`config.mk`:
```
export PLATFORM = sky130hd
export DESIGN_NAME = int_to_fp
export DESIGN_NICKNAME = d
export VERILOG_FILES = /design/src/rtl/fp_pkg.sv /design/src/rtl/fp_round.sv /design/src/rtl/int_to_fp.sv
export SDC_FILE = /design/constraint.sdc
export NUM_CORES = 1
export LEC_CHECK = 0
export BUFFER_PORTS_ARGS = -buffer_cell sky130_fd_sc_hd__buf_2
export CAP_MARGIN = 40
export CELL_PAD_IN_SITES_DETAIL_PLACEMENT = 0
export CELL_PAD_IN_SITES_GLOBAL_PLACEMENT = 1
export CORE_AREA = 3 3 82 84
export CTS_CLUSTER_DIAMETER = 150
export DETAILED_ROUTE_END_ITERATION = 8
export DIE_AREA = 0 0 85 87
export PLACE_DENSITY = 0.86
export SYNTH_ARGS = -nofsm -noshare
export SYNTH_HDL_FRONTEND = slang
export SYNTH_SLANG_ARGS = --single-unit
```
`constraint.sdc`:
```
create_clock -name clk -period 1.9 [get_ports clk]
set_clock_uncertainty 0.1 [all_clocks]
set_input_delay 0.38 -clock clk [delete_from_list [all_inputs] [get_ports clk]]
set_output_delay 0.38 -clock clk [all_outputs]
set_load 0.03 [all_outputs]
```
`src/rtl/fp_pkg.sv`:
```
// fp_pkg: field widths, FSM state type and result record shared by int_to_fp and fp_adder.
package fp_pkg;

    localparam int EXP_W  = 4;
    localparam int FRAC_W = 8;

    typedef enum logic [1:0] {
        IDLE = 2'd0,
        NORM = 2'd1,
        DONE = 2'd2
    } fsm_state_t;

    typedef struct packed {
        logic              sign;
        logic [EXP_W-1:0]  exp;
        logic [FRAC_W-1:0] frac;
        logic              ovf;
    } fp_result_t;

endpackage

```
`src/rtl/fp_round.sv`:
```
// fp_round: round-half-up of a normalised significand from one guard bit, saturating when the
// exponent cannot absorb the carry. Only compiled when FP_ROUND_EN is defined.
`ifdef FP_ROUND_EN
module fp_round
    import fp_pkg::*;
(
    input  logic [FRAC_W-1:0] i_frac,
    input  logic [EXP_W-1:0]  i_exp,
    input  logic              i_guard,
    output logic [FRAC_W-1:0] o_frac,
    output logic [EXP_W-1:0]  o_exp,
    output logic              o_ovf
);
    localparam int SUM_W = FRAC_W + 1;

    logic [SUM_W-1:0] w_sum;

    assign w_sum = {1'b0, i_frac} + SUM_W'(i_guard);

    // NOTE: every output gets a default before the branches so no latch is inferred.
    always_comb begin
        o_frac = w_sum[FRAC_W-1:0];
        o_exp  = i_exp;
        o_ovf  = 1'b0;
        if (w_sum[FRAC_W]) begin
            if (i_exp == '1) begin
                o_frac = '1;
                o_ovf  = 1'b1;
            end else begin
                o_frac = {1'b1, {(FRAC_W-1){1'b0}}};
                o_exp  = i_exp + EXP_W'(1);
            end
        end
    end

endmodule
`endif

```
`src/rtl/int_to_fp.sv`:
```
// int_to_fp: two's-complement integer to sign / unbiased exponent / 0.frac, normalised one bit
// per cycle. Truncates by default; define FP_ROUND_EN to round half up through fp_round.
module int_to_fp
    import fp_pkg::*;
#(
    parameter int INT_W = 16
) (
    input  logic              clk,
    input  logic              rst_n,
    input  logic              in_valid,
    input  logic [INT_W-1:0]  in_data,
    output logic              in_ready,
    output logic              out_valid,
    input  logic              out_ready,
    output logic              sign_out,
    output logic [EXP_W-1:0]  exp_out,
    output logic [FRAC_W-1:0] frac_out,
    output logic              ovf
);
    localparam int SHIFT_W   = 16;
    localparam int PRE_SHIFT = SHIFT_W - INT_W + 1;

    fsm_state_t         r_state;
    logic               r_in_ready;
    logic               r_out_valid;
    logic               r_sign;
    logic [SHIFT_W-1:0] r_shift;
    logic [EXP_W-1:0]   r_exp;
    fp_result_t         r_result;

    logic [INT_W-1:0]   w_mag;
    logic [FRAC_W-1:0]  w_frac;
    logic [EXP_W-1:0]   w_exp;
    logic               w_ovf;

    assign w_mag = in_data[INT_W-1] ? (~in_data + INT_W'(1)) : in_data;

`ifdef FP_ROUND_EN
    fp_round u_fp_round (
        .i_frac  (r_shift[SHIFT_W-1 -: FRAC_W]),
        .i_exp   (r_exp),
        .i_guard (r_shift[SHIFT_W-FRAC_W-1]),
        .o_frac  (w_frac),
        .o_exp   (w_exp),
        .o_ovf   (w_ovf)
    );
`else
    assign w_frac = r_shift[SHIFT_W-1 -: FRAC_W];
    assign w_exp  = r_exp;
    assign w_ovf  = 1'b0;
`endif

    // NOTE: all state, including the datapath registers, is reset and updated with <= only.
    always_ff @(posedge clk or negedge rst_n) begin
        if (!rst_n) begin
            r_state     <= IDLE;
            r_in_ready  <= 1'b1;
            r_out_valid <= 1'b0;
            r_sign      <= 1'b0;
            r_shift     <= '0;
            r_exp       <= '0;
            r_result    <= '0;
        end else begin
            case (r_state)
                IDLE: begin
                    if (in_valid) begin
                        r_sign     <= in_data[INT_W-1];
                        r_in_ready <= 1'b0;
                        if (w_mag == '0) begin
                            r_result    <= '0;
                            r_out_valid <= 1'b1;
                            r_state     <= DONE;
                        end else if (w_mag[INT_W-1]) begin
                            // Only the most negative input has no positive counterpart.
                            r_result    <= '{sign: 1'b1, exp: EXP_W'(INT_W-1), frac: '1, ovf: 1'b1};
                            r_out_valid <= 1'b1;
                            r_state     <= DONE;
                        end else begin
                            r_shift <= SHIFT_W'(w_mag) << PRE_SHIFT;
                            r_exp   <= EXP_W'(INT_W-1);
                            r_state <= NORM;
                        end
                    end
                end
                NORM: begin
                    if (!r_shift[SHIFT_W-1]) begin
                        r_shift <= {r_shift[SHIFT_W-2:0], 1'b0};
                        r_exp   <= r_exp - EXP_W'(1);
                    end else begin
                        r_result    <= '{sign: r_sign, exp: w_exp, frac: w_frac, ovf: w_ovf};
                        r_out_valid <= 1'b1;
                        r_state     <= DONE;
                    end
                end
                DONE: begin
                    if (out_ready) begin
                        r_out_valid <= 1'b0;
                        r_in_ready  <= 1'b1;
                        r_state     <= IDLE;
                    end
                end
                default: begin
                    r_state     <= IDLE;
                    r_in_ready  <= 1'b1;
                    r_out_valid <= 1'b0;
                end
            endcase
        end
    end

    assign in_ready  = r_in_ready;
    assign out_valid = r_out_valid;
    assign sign_out  = r_result.sign;
    assign exp_out   = r_result.exp;
    assign frac_out  = r_result.frac;
    assign ovf       = r_result.ovf;

endmodule
```
Yosys cells after proc, flatten, opt, wreduce, memory -nomap -nowiden:

Cells that the tools add are included.

* flip-flop bits (word level): 39
* input port bits: 20
* output and inout bits: 16
* logic and storage cells: 65

* add/sub/neg operators: 2
* equality and inequality tests: 9
* multiplexer cells: 31
* bitwise logic cells: 2
* reductions and logical operators: 10

Operators with widths (count)
* 16-bit 2-to-1 mux: 5
* 14-bit 2-to-1 mux: 4
* 16-bit one-hot mux with 2 select lines: 1
* 14-bit one-hot mux with 2 select lines: 1
* 16-bit by 1-bit adder with 16-bit output (second input constant): 1
* 16-bit zero test: 1
* 4-bit 2-to-1 mux: 4
* 16-bit inverter: 1
* 2-bit != test (second input constant): 6
* 4-bit AND reduction: 3
* 2-bit 2-to-1 mux: 5
* 4-bit one-hot mux with 2 select lines: 1
* 1-bit 2-to-1 mux: 7
* 1-bit one-hot mux with 3 select lines: 2
* 2-bit one-hot mux with 3 select lines: 1
* 3-bit AND reduction: 2
* 5-bit AND reduction: 1
* 4-bit by 1-bit subtractor with 4-bit output (second input constant): 1
* 3-bit != test (second input constant): 1
* 2-bit by 1-bit equality test with 1-bit output (second input constant): 1
* 2-bit equality test (second input constant): 1
* 2-bit zero test: 1
* 2-bit AND reduction: 1
* 2-bit nonzero test: 1
* 1-bit inverter: 1

Longest topological paths before layout:

Gate-level depths: netlist of the first run.

* depth in word-level cells: 7
* mapped depth: 11
* mapped depth without buffers: 9

Worst setup path after synthesis of the first run:

Ideal clock, no wire load.

* path type: input to register
* start point: input in_data[0]
* end point: register r_result (netlist bit exp_out[1])
* setup time: 79 ps
* arrival time: 2887 ps
* required time: 1721 ps
* setup slack: -1166 ps
* stages: 11
* path buffers: 2
* cell sequence: inv_1 ha_1 or4b_4 buf_6 or4_1 and3b_1 a211oi_4 nand3_4 o221ai_4 buf_8 mux2i_1

* word-level cells in the longest chain between the ends: 7
* elaborated cells on any way between the ends: 9
* those cells by class: 1 x add/sub; 1 x eq/ne; 4 x mux; 1 x bitwise; 2 x reduce/logical

Ends and longest elaborated chain
* start, declared: RTL line int_to_fp.sv:11 `input logic [INT_W-1:0] in_data,`
* 16-bit inverter: RTL line int_to_fp.sv:36 `assign w_mag = in_data[INT_W-1] ? (~in_data + INT_W'(1)) : in_data;`
* 16-bit by 1-bit adder with 16-bit output: RTL line int_to_fp.sv:36
* 16-bit 2-to-1 mux *: RTL line int_to_fp.sv:36
* 16-bit zero test: RTL line int_to_fp.sv:69 `if (w_mag == '0) begin`
* 14-bit 2-to-1 mux: RTL line int_to_fp.sv:69
* 14-bit 2-to-1 mux: RTL line int_to_fp.sv:66 `if (in_valid) begin`
* 14-bit one-hot mux with 2 select lines: RTL line int_to_fp.sv:64 `case (r_state)`
* end signal, assigned: RTL line int_to_fp.sv:75 `r_result <= '{sign: 1'b1, exp: EXP_W'(INT_W-1), frac: '1, ovf: 1'b1};`
* end signal, assigned: RTL line int_to_fp.sv:90 `r_result <= '{sign: r_sign, exp: w_exp, frac: w_frac, ovf: w_ovf};`
* end, declared: RTL line int_to_fp.sv:29 `fp_result_t r_result;`

Mark *: on every way between the ends. The rest lies on a longest branch, timed or not. The select of a mux whose other input is x is not followed.
A chain may end at the register's enable or synchronous reset.

Worst setup path in the final report of the first run:

* start point: input in_data[9]
* end point: register r_result (netlist bit frac_out[2])

Same word-level chain as after synthesis.

==> flow_metrics.tcl, run 1 <==
set metrics [dict create \
    syn-num-nets 262 \
    final_max_slew_viol_count 0 \
    ys_top_cells_by_count "37 x dfrtp_1, 21 x inv_1, 19 x o21ai_0" \
    grt_use_met1 0.224 \
    share_clk_of_total_power 0.131 \
    coreArea_sq_um 5990 \
    seqPwrFrac 0.349 \
    vias 2215 \
    hold_viol 0 \
    dpl.cell_count 401 \
    viasPerCell 5.27 \
    slew_headroom 0.682 \
    fin_cells 420 \
    layout_setup_ws_ns -0.892 \
    cts_sinks 38 \
    synth.top_cell.area_share 0.389 \
    rows 28 \
    drtIter0Drc 106 \
    hp-class "input port to asynchronous set/reset pin" \
    grt_pass1_vias 2289 \
    startpoint_type "input port" \
    start_util 0.398 \
    remaining_drc_errors 0 \
    cellLeakagePower_nw 1.56 \
    maxCapViolations 0 \
    final_area_sq_um 3430 \
    syn_area_sq_um 2380 \
    fill_cells 534 \
    finalSetupViolCount 36 \
    ys.flop_type "dfrtp_1" \
    wl_um 6120 \
    pin_count 36 \
    synthCells 240 \
    wl_per_cell_um 14.6 \
    die_y_um 87 \
    grt_pass1_wl_um 10500 \
    grt_max_degree 39 \
    outcome "complete, but fails checks" \
    synth_cell_types 55 \
    clock_latency_ns 0.28 \
    grtUsageTotal 0.176 \
    worstSetupPathType "input port to register" \
    place_hpwl_um 4610 \
    ctsLongestPathBuffers 2 \
    utilization 0.573 \
    endpoint_kind "register" \
    fmax_mhz 358 \
    async_flop_share 1.00 \
    powerDensity_nw_per_um2 1120 \
    fin_nets 367 \
    gp_congestion 0.853 \
    io_buffers 35 \
    period_minus_slack_ns 2.79 \
    first_pass_iters 4 \
    root_buffer "clkbuf_8" \
    ir_worst_vdd_mv 0.778 \
    synth_most_common_cell "dfrtp_1" \
    diodes 0 \
    grt_overflow 0 \
    final_antenna_net_count 0 \
    p_sw_w 0.00150 \
    yosysSeqAreaShare 0.400 \
    worst_pin_slew_ns 0.477 \
    cts_buffers 5 \
    p_comb_frac 0.520 \
    drive_above_1_share 0.443 \
    place_ws_ns -1.30 \
    met2_usage 0.311 \
    rsz0062_at_grt "yes" \
    synth_edf_count 0 \
    h-tree-depth 2 \
    worst_ep_arrival_time_ns 2.90 \
    reg2regPathDepth 6 \
    busiest_layer "met2" \
    min_period_over_period 1.47 \
    yosysTopAreaCell "dfrtp_1" \
    violations "negative setup slack" \
    p_int_w 0.00236 \
    dieArea_sq_um 7400 \
    cts_tree "yes" \
    synthToLayoutAreaGrowth_pct 44.0 \
    yosysWarnings 0 \
    grt_antenna_before_repair 0 \
    yosys-top-cells-area "dfrtp_1 39%, a221o_1 5.5%, mux2i_1 5.5%" \
    placed_area_sq_um 3130 \
    clk_pin_slew_ns 0.06 \
    postSynthRegisterBits 38 \
    finalPower_w 0.00386 \
    required_ns 2.01 \
    worstPathMaxFanout 7 \
    grt_use_met3 0.0274 \
    swShare 0.389 \
    die_w_um 85 \
    syn_area_per_cell_sq_um 9.93 \
]
## cell type report
type	instances	area (sq um)	area share
multi-input combinational	170	1380	0.402
sequential	38	952	0.278
timing repair buffer	109	835	0.243
inverter	21	96.3	0.0281
tap	75	93.8	0.0274
clock buffer	7	76.3	0.0222
## through the flow
step,setup TNS [ns],hold WS (ns)
2_1_floorplan,-35.96,-0.0156
3_3_place_gp,-40.06,0.348
3_5_place_dp,-41.70,0.366
4_1_cts,-27.17,0.0570
5_1_grt,-32.98,0.0803
6_report,-30.52,0.0354
## critical path: stages
cell and delay, ns:
buf_6 0.09, or4_4 0.56, or4_4 0.55, and3b_2 0.24, a211oi_4 0.29, nand3_4 0.15
o221ai_4 0.18, buf_4 0.17, buf_16 0.12, mux2i_1 0.17
## per-layer routing
metal	wire length, um	up-vias
met4	74	0
li1	-	1095
met1	2820	1072
met2	3010	42
met5	0	-
met3	216	6
## flip-flops by register name (all words and copies together), names as in the netlist
| name | flops |
|---|---|
| in_ready | 1 |
| r_sign | 1 |
| frac_out | 8 |
| ovf | 1 |
| sign_out | 1 |
| exp_out | 4 |
| r_state | 2 |
| r_shift | 15 |
| out_valid | 1 |
| r_exp | 4 |
## logic make-up (layout without fill, tap and decap cells)
group / Yosys count / count (layout) / synth area share
buffers and inverters: 33 / 137 / 0.0683
AOI/OAI and AO/OA: 67 / 67 / 0.229
and+or+nand+nor: 73 / 74 / 0.185
xor gates and xnor gates: 13 / 13 / 0.0478
DFF: 38 / 38 / 0.400
muxes: 14 / 14 / 0.0593
adders and majority gates: 2 / 2 / 0.0105
## placed cells by master, fill, tap and decap left out, drive strengths merged, types with 4 or more instances in the layout
cell type	instances
or2	6
mux2i	13
xnor2	12
a211oi	4
nand2	10
buf	109
o21ai	19
a21oi	5
inv	21
a221o	13
nor2	13
dfrtp	37
clkbuf	7
nand2b	5
or4	4
nor3	8
and3	10
## final timing paths
check / startpoint / slack (ns) / endpoint
worst max register to register: r_state[0] / -0.03 / r_shift[2]
worst max-delay path: in_data[9] / -0.89 / frac_out[2]
max in group asynchronous: rst_n / 1.30 / in_ready
worst min-delay path: rst_n / 0.04 / frac_out[6]
min in group clk: out_ready / 0.27 / in_ready
worst min register to register: r_sign / 0.41 / r_sign
## repair_timing
action / CTS / global route
cloned: 2 / 0
hold buffers: 0 / 0
setup buffers: 7 / 3
endpoints found under the setup margin: 36 / 36
pin swaps: 8 / 2
gates resized for setup: 25 / 3
## power by group through the flow
stage,Clock [W],Combinational [W],Sequential (W)
floorplan,0,0.000964,0.00152
global placement,0,0.00181,0.00134
detailed placement,0,0.00186,0.00135
CTS,0.000525,0.00201,0.00135
global route,0.000554,0.00218,0.00139
finish,0.000505,0.00201,0.00135
(Power assumes the default switching activity.)
==> run 2, diff against run 1 <==
--- a/config.mk
+++ b/config.mk
@@ -13,6 +13,7 @@
 export CTS_CLUSTER_DIAMETER = 150
 export DETAILED_ROUTE_END_ITERATION = 8
 export DIE_AREA = 0 0 85 87
+export GPL_TIMING_DRIVEN = 0
 export PLACE_DENSITY = 0.86
 export SYNTH_ARGS = -nofsm -noshare
 export SYNTH_HDL_FRONTEND = slang
==> constraint.sdc (replaced) <==
create_clock -name clk -period 1.9 [get_ports clk]
set_clock_uncertainty 0.1 [all_clocks]
set_input_delay 0.285 -clock clk [delete_from_list [all_inputs] [get_ports clk]]
set_output_delay 0.285 -clock clk [all_outputs]
set_load 0.03 [all_outputs]
==> run 2 against run 1 <==
  * The run still ends with negative setup slack left
  * Critical endpoint is now r_shift[9]
  * Die area did not move
  * Flip-flop and latch count did not move
  * Global-route usage fell by 0.25 points
  * Via count fell by 3.3%
  * Power fell by 1.1%
  * Largest cell class unchanged
  * Worst hold slack got worse by 0.032 ns
  * Largest power group unchanged
  * Design area fell by 6.2%
  * Combinational power fell by 6%
==> flow_metrics.tcl, run 2 (same netlist as run 1, synthesis figures left out) <==
set metrics [dict create \
    min_period_over_period 1.43 \
    cts_sinks 38 \
    violations "negative setup slack" \
    worst_ep_arrival_time_ns 2.80 \
    finalSetupViolCount 36 \
    endpoint_kind "register" \
    grt_overflow 0 \
    drive_above_1_share 0.373 \
    h-tree-depth 2 \
    place_hpwl_um 4140 \
    layout_setup_ws_ns -0.826 \
    worstPathMaxFanout 6 \
    synthToLayoutAreaGrowth_pct 35.1 \
    worstSetupPathType "input port to register" \
    largest_reg_flops 15 \
    diodes 0 \
    cts_tree "yes" \
    cp_slowest_cell "or4_4" \
    grtUsageTotal 0.174 \
    clk_pin_slew_ns 0.07 \
    required_ns 1.97 \
    worst_pin_slew_ns 0.856 \
    utilization 0.537 \
    root_buffer "clkbuf_8" \
    top_register "r_shift" \
    pin_count 36 \
    rsz0062_at_grt "yes" \
    first_pass_iters 4 \
    cts_buffers 5 \
    hold_slack_ns 0.00376 \
    hp-class "input port to asynchronous set/reset pin" \
    die_y_um 87 \
    final_cell_mix "37 x dfrtp_1, 29 x buf_2, 26 x buf_4" \
    dieArea_sq_um 7400 \
    slew_headroom 0.430 \
    clock_latency_ns 0.29 \
    wl_per_cell_um 15.6 \
    grt_max_degree 39 \
    critPathTopFamily "simple AND/OR/NAND/NOR gates" \
    remaining_drc_errors 0 \
    start_util 0.398 \
    crit_chain "buf_12 > buf_4 > or4_4 > or2_4 > or4_4 > and4_4 > nand3_4 > buf_4 > a21oi_4 > buf_4 > a221o_1" \
    final_max_slew_viol_count 0 \
    rows 28 \
    fin_nets 337 \
    ctsLongestPathBuffers 2 \
    cp_common_cell "buf_4" \
    drtIter0Drc 91 \
    r2r_start "r_state[0]" \
    worstReg2RegEnd "r_shift[9]" \
    worstSetupPathDepth 11 \
    fmax_mhz 367 \
    viasPerCell 5.48 \
    grt_antenna_before_repair 0 \
    grt_pass1_vias 2093 \
    io_buffers 33 \
    outcome "complete, but fails checks" \
    ir_worst_vdd_mv 0.751 \
    reg2regPathDepth 6 \
    cp_num_buf_inv 4 \
    maxCapViolations 0 \
    grt_pass1_wl_um 10400 \
    startpoint "in_data[0]" \
    mostFrequentLayoutCell "dfrtp_1" \
    crit_end "r_shift[9]" \
    hold_viol 0 \
    final_antenna_net_count 0 \
    die_w_um 85 \
    finalPower_w 0.00382 \
    slowest_delay_ns 0.51 \
    coreArea_sq_um 5990 \
    vias 2142 \
    cellLeakagePower_nw 1.42 \
    period_minus_slack_ns 2.73 \
    startpoint_type "input port" \
    powerDensity_nw_per_um2 1190 \
    gp_congestion 0.840 \
    wl_um 6110 \
    rrSetupSlack_ns -0.26 \
]
==> run 2: cell count changes in the layout (fill, tap and decap cells not counted), moves of 3 or more <==
cell,previous run,this run
buf_4,65,26
buf_6,7,12
clkbuf_1,2,7
buf_2,32,29
==> run 2: worst min path at each step <==
stage	startpoint	endpoint	slack, ns
2_1_floorplan	rst_n	exp_out[0]	-0.11
3_3_place_gp	rst_n	frac_out[6]	0.33
3_5_place_dp	rst_n	frac_out[6]	0.34
4_1_cts	rst_n	frac_out[1]	0.03
5_1_grt	rst_n	ovf	0.08
6_report	rst_n	frac_out[1]	0.004
==> run 2: timing repair <==
| item | 4_1_cts | 5_1_grt |
|---|---|---|
| resized for setup | 31 | 13 |
| buffers inserted | 28 | 6 |
| gates cloned | 3 | 1 |
| hold buffers | 0 | 0 |
| endpoints found under the setup margin | 36 | 36 |
| pin swaps | 9 | 2 |
==> run 2: cell type report <==
type                       instances  area, sq um
buffer                            11         96.3
fill                             552         2770
sequential                        38          952
clock buffer                       8         90.1
tap                               75         93.8
timing repair buffer              68          529
multi-input combinational        170         1360
inverter                          21         96.3
==> run 2: worst register-to-register path, delay by kind of cell, from the launching register on <==
kind,cells,cell delay [ns]
and+or+nand+nor,3,0.89
buffers and inverters,1,0.16
AOI/OAI and AO/OA,2,0.47
DFF,1,0.43
==> run 2: per-stage QoR <==
| stage | TNS, ns | area (sq um) | setup slack [ns] | cells |
|---|---|---|---|---|
| floorplan | -32.54 | 2450 | -1.03 | 240 |
| global placement | -46.70 | 2710 | -1.45 | 348 |
| detailed placement | -48.02 | 2710 | -1.49 | 348 |
| CTS | -26.01 | 3150 | -0.817 | 385 |
| global route | -30.39 | 3220 | -0.902 | 391 |
| finish | -27.68 | 3220 | -0.826 | 391 |
==> run 2: power by group <==
| part | switching, W | internal (W) | total, W |
|---|---|---|---|
| clock | 0.000271 | 0.000296 | 0.000567 |
| sequential | 0.000226 | 0.00113 | 0.00136 |
| combinational | 0.00101 | 0.000884 | 0.00189 |
==> run 2: layer usage <==
layer / GRT usage / routed length [um] / vias to the layer above / part of all wire
met4: 0.0475 / 70 / 0 / 0.011
met3: 0.0360 / 284 / 5 / 0.046
li1: - / - / 1040 / -
met1: 0.226 / 2790 / 1039 / 0.46
met2: 0.294 / 2960 / 58 / 0.48
met5: 0 / 0 / - / 0
==> run 3, diff against run 2 <==
--- a/config.mk
+++ b/config.mk
@@ -9,12 +9,12 @@
 export CAP_MARGIN = 40
 export CELL_PAD_IN_SITES_DETAIL_PLACEMENT = 0
 export CELL_PAD_IN_SITES_GLOBAL_PLACEMENT = 1
-export CORE_AREA = 3 3 82 84
+export CORE_AREA = 3 3 77 79
 export CTS_CLUSTER_DIAMETER = 150
 export DETAILED_ROUTE_END_ITERATION = 8
-export DIE_AREA = 0 0 85 87
+export DIE_AREA = 0 0 80 82
 export GPL_TIMING_DRIVEN = 0
-export PLACE_DENSITY = 0.86
+export PLACE_DENSITY = 0.92
 export SYNTH_ARGS = -nofsm -noshare
 export SYNTH_HDL_FRONTEND = slang
 export SYNTH_SLANG_ARGS = --single-unit
==> constraint.sdc (replaced) <==
create_clock -name clk -period 3.21 [get_ports clk]
set_clock_uncertainty 0.1 [all_clocks]
set_input_delay 0.4815 -clock clk [delete_from_list [all_inputs] [get_ports clk]]
set_output_delay 0.4815 -clock clk [all_outputs]
set_load 0.03 [all_outputs]
==> run 3 against run 2 <==
  * The run now ends clean
  * First-iteration DRC count decreased by 18%
  * Worst setup slack better by 0.88 ns
  * Register-to-register slack better by 1.4 ns
  * Largest power group unchanged
==> flow_metrics.tcl, run 3 (same netlist as run 1, synthesis figures left out) <==
set metrics [dict create \
    drive_above_1_share 0.276 \
    grt_antenna_before_repair 0 \
    clk_pin_slew_ns 0.07 \
    finalSetupViolCount 0 \
    top_register "r_shift" \
    hold_viol 0 \
    h-tree-depth 2 \
    synthToLayoutAreaGrowth_pct 19.2 \
    pin_count 36 \
    vias 1958 \
    viasPerCell 5.41 \
    endpoint_kind "register" \
    largest_reg_flops 15 \
    coreArea_sq_um 5410 \
    final_area_sq_um 2840 \
    final_max_slew_viol_count 0 \
    grt_pass1_vias 1875 \
    ir_worst_vdd_mv 0.311 \
    min_period_over_period 0.982 \
    worstSetupPathType "input port to register" \
    placed_area_sq_um 2660 \
    rows 27 \
    holdBufCountCts 0 \
    clock_latency_ns 0.29 \
    grt_overflow 0 \
    tns_ns 0 \
    outcome "completed" \
    period_minus_slack_ns 3.15 \
    mostFrequentLayoutCell "dfrtp_1" \
    die_y_um 82 \
    utilization 0.525 \
    io_buffers 33 \
    remaining_drc_errors 0 \
    startpoint_type "input port" \
    gp_congestion 0.824 \
    ctsLongestPathBuffers 2 \
    cellLeakagePower_nw 1.25 \
    drtIter0Drc 75 \
    grt_pass1_wl_um 8850 \
    root_buffer "clkbuf_8" \
    dieArea_sq_um 6560 \
    fin_nets 311 \
    wl_per_cell_um 14.9 \
    place_ws_ns -0.467 \
    diodes 0 \
    start_util 0.441 \
    die_w_um 80 \
    slew_headroom 0.691 \
    worstPathMaxFanout 10 \
    worst_ep_arrival_time_ns 3.23 \
    cts_tree "yes" \
    place_hpwl_um 4130 \
    rsz0062_at_grt "no" \
    grt_max_degree 39 \
    worst_pin_slew_ns 0.460 \
    finalPower_w 0.00209 \
    first_pass_iters 4 \
    cts_buffers 5 \
    grtUsageTotal 0.172 \
    maxCapViolations 0 \
    powerDensity_nw_per_um2 734 \
    layout_setup_ws_ns 0.0570 \
    final_antenna_net_count 0 \
    required_ns 3.29 \
    cts_sinks 38 \
    final_cell_mix "37 x dfrtp_1, 33 x buf_2, 19 x inv_1, 19 x o21ai_0" \
    fmax_mhz 317 \
    hp-class "input port to asynchronous set/reset pin" \
    wl_um 5400 \
]
[run 3: cell types whose count changed in the layout (fill, tap and decap cells not counted), moves of 2 or more]
cell / before / now
o21ai_0: 16 / 19
buf_4: 26 / 9
buf_2: 29 / 33
buf_12: 3 / 1
or4_1: 0 / 2
or4_4: 4 / 2
nand2_1: 8 / 10
o21ai_2: 3 / 0
nor3_2: 4 / 0
nor3_1: 4 / 8
buf_6: 12 / 4
[run 3: cell type report]
| class | count | area (sq um) |
|---|---|---|
| fill | 520 | 2560 |
| multi-input combinational | 169 | 1290 |
| sequential | 38 | 952 |
| timing repair buffer | 42 | 245 |
| buffer | 12 | 91.3 |
| tap | 72 | 90.1 |
| clock buffer | 7 | 86.3 |
| inverter | 21 | 78.8 |
| clock inverter | 1 | 5.00 |
[run 3: metal layers]
metal / vias to the layer above / global-route usage / share of wire
li1: 985 / - / -
met1: 922 / 0.218 / 0.48
met2: 45 / 0.294 / 0.47
met3: 6 / 0.0362 / 0.044
met4: 0 / 0.0541 / 0.012
met5: - / 0 / 0
[run 3: repair_timing]
action,4_1_cts,5_1_grt
buffers inserted,5,3
gates cloned,0,0
endpoints found under the setup margin,25,25
gates resized for setup,10,3
pin swaps,5,6
[run 3: through the flow]
| step | instances | hold slack (ns) |
|---|---|---|
| finish | 362 | 0.0454 |
| global route | 362 | 0.0569 |
| CTS | 359 | 0.0524 |
| detailed placement | 346 | 0.364 |
| global placement | 345 | 0.387 |
| floorplan | 240 | 0.0859 |
[run 3: critical path: stages]
cell and delay (ns):
buf_2 0.14, inv_2 0.07, ha_4 0.14, or4b_4 0.46
buf_6 0.15, or4_4 0.48, and3b_2 0.24, a211oi_4 0.27
and3_4 0.25, buf_6 0.12, nor2_4 0.07, a221o_1 0.35
[run 3: worst paths after layout]
kind,from,to,slack (ns),cells past startpoint
min in group clk,out_ready,in_ready,0.33,3
worst max register to register,r_state[0],r_shift[13],1.14,6
worst max-delay path,in_data[1],r_shift[4],0.06,12
worst min-delay path,rst_n,r_shift[14],0.05,2
worst min register to register,exp_out[1],exp_out[1],0.41,2
max in group asynchronous,rst_n,in_ready,2.71,2
[run 3: where the power goes]
| group | leakage (nW) | switching, W | internal (W) |
|---|---|---|---|
| logic | 0.788 | 0.000543 | 0.000408 |
| clock network | 0.0482 | 0.000163 | 0.000173 |
| registers | 0.416 | 0.000130 | 0.000669 |
| total | 1.25 | 0.000836 | 0.00125 |
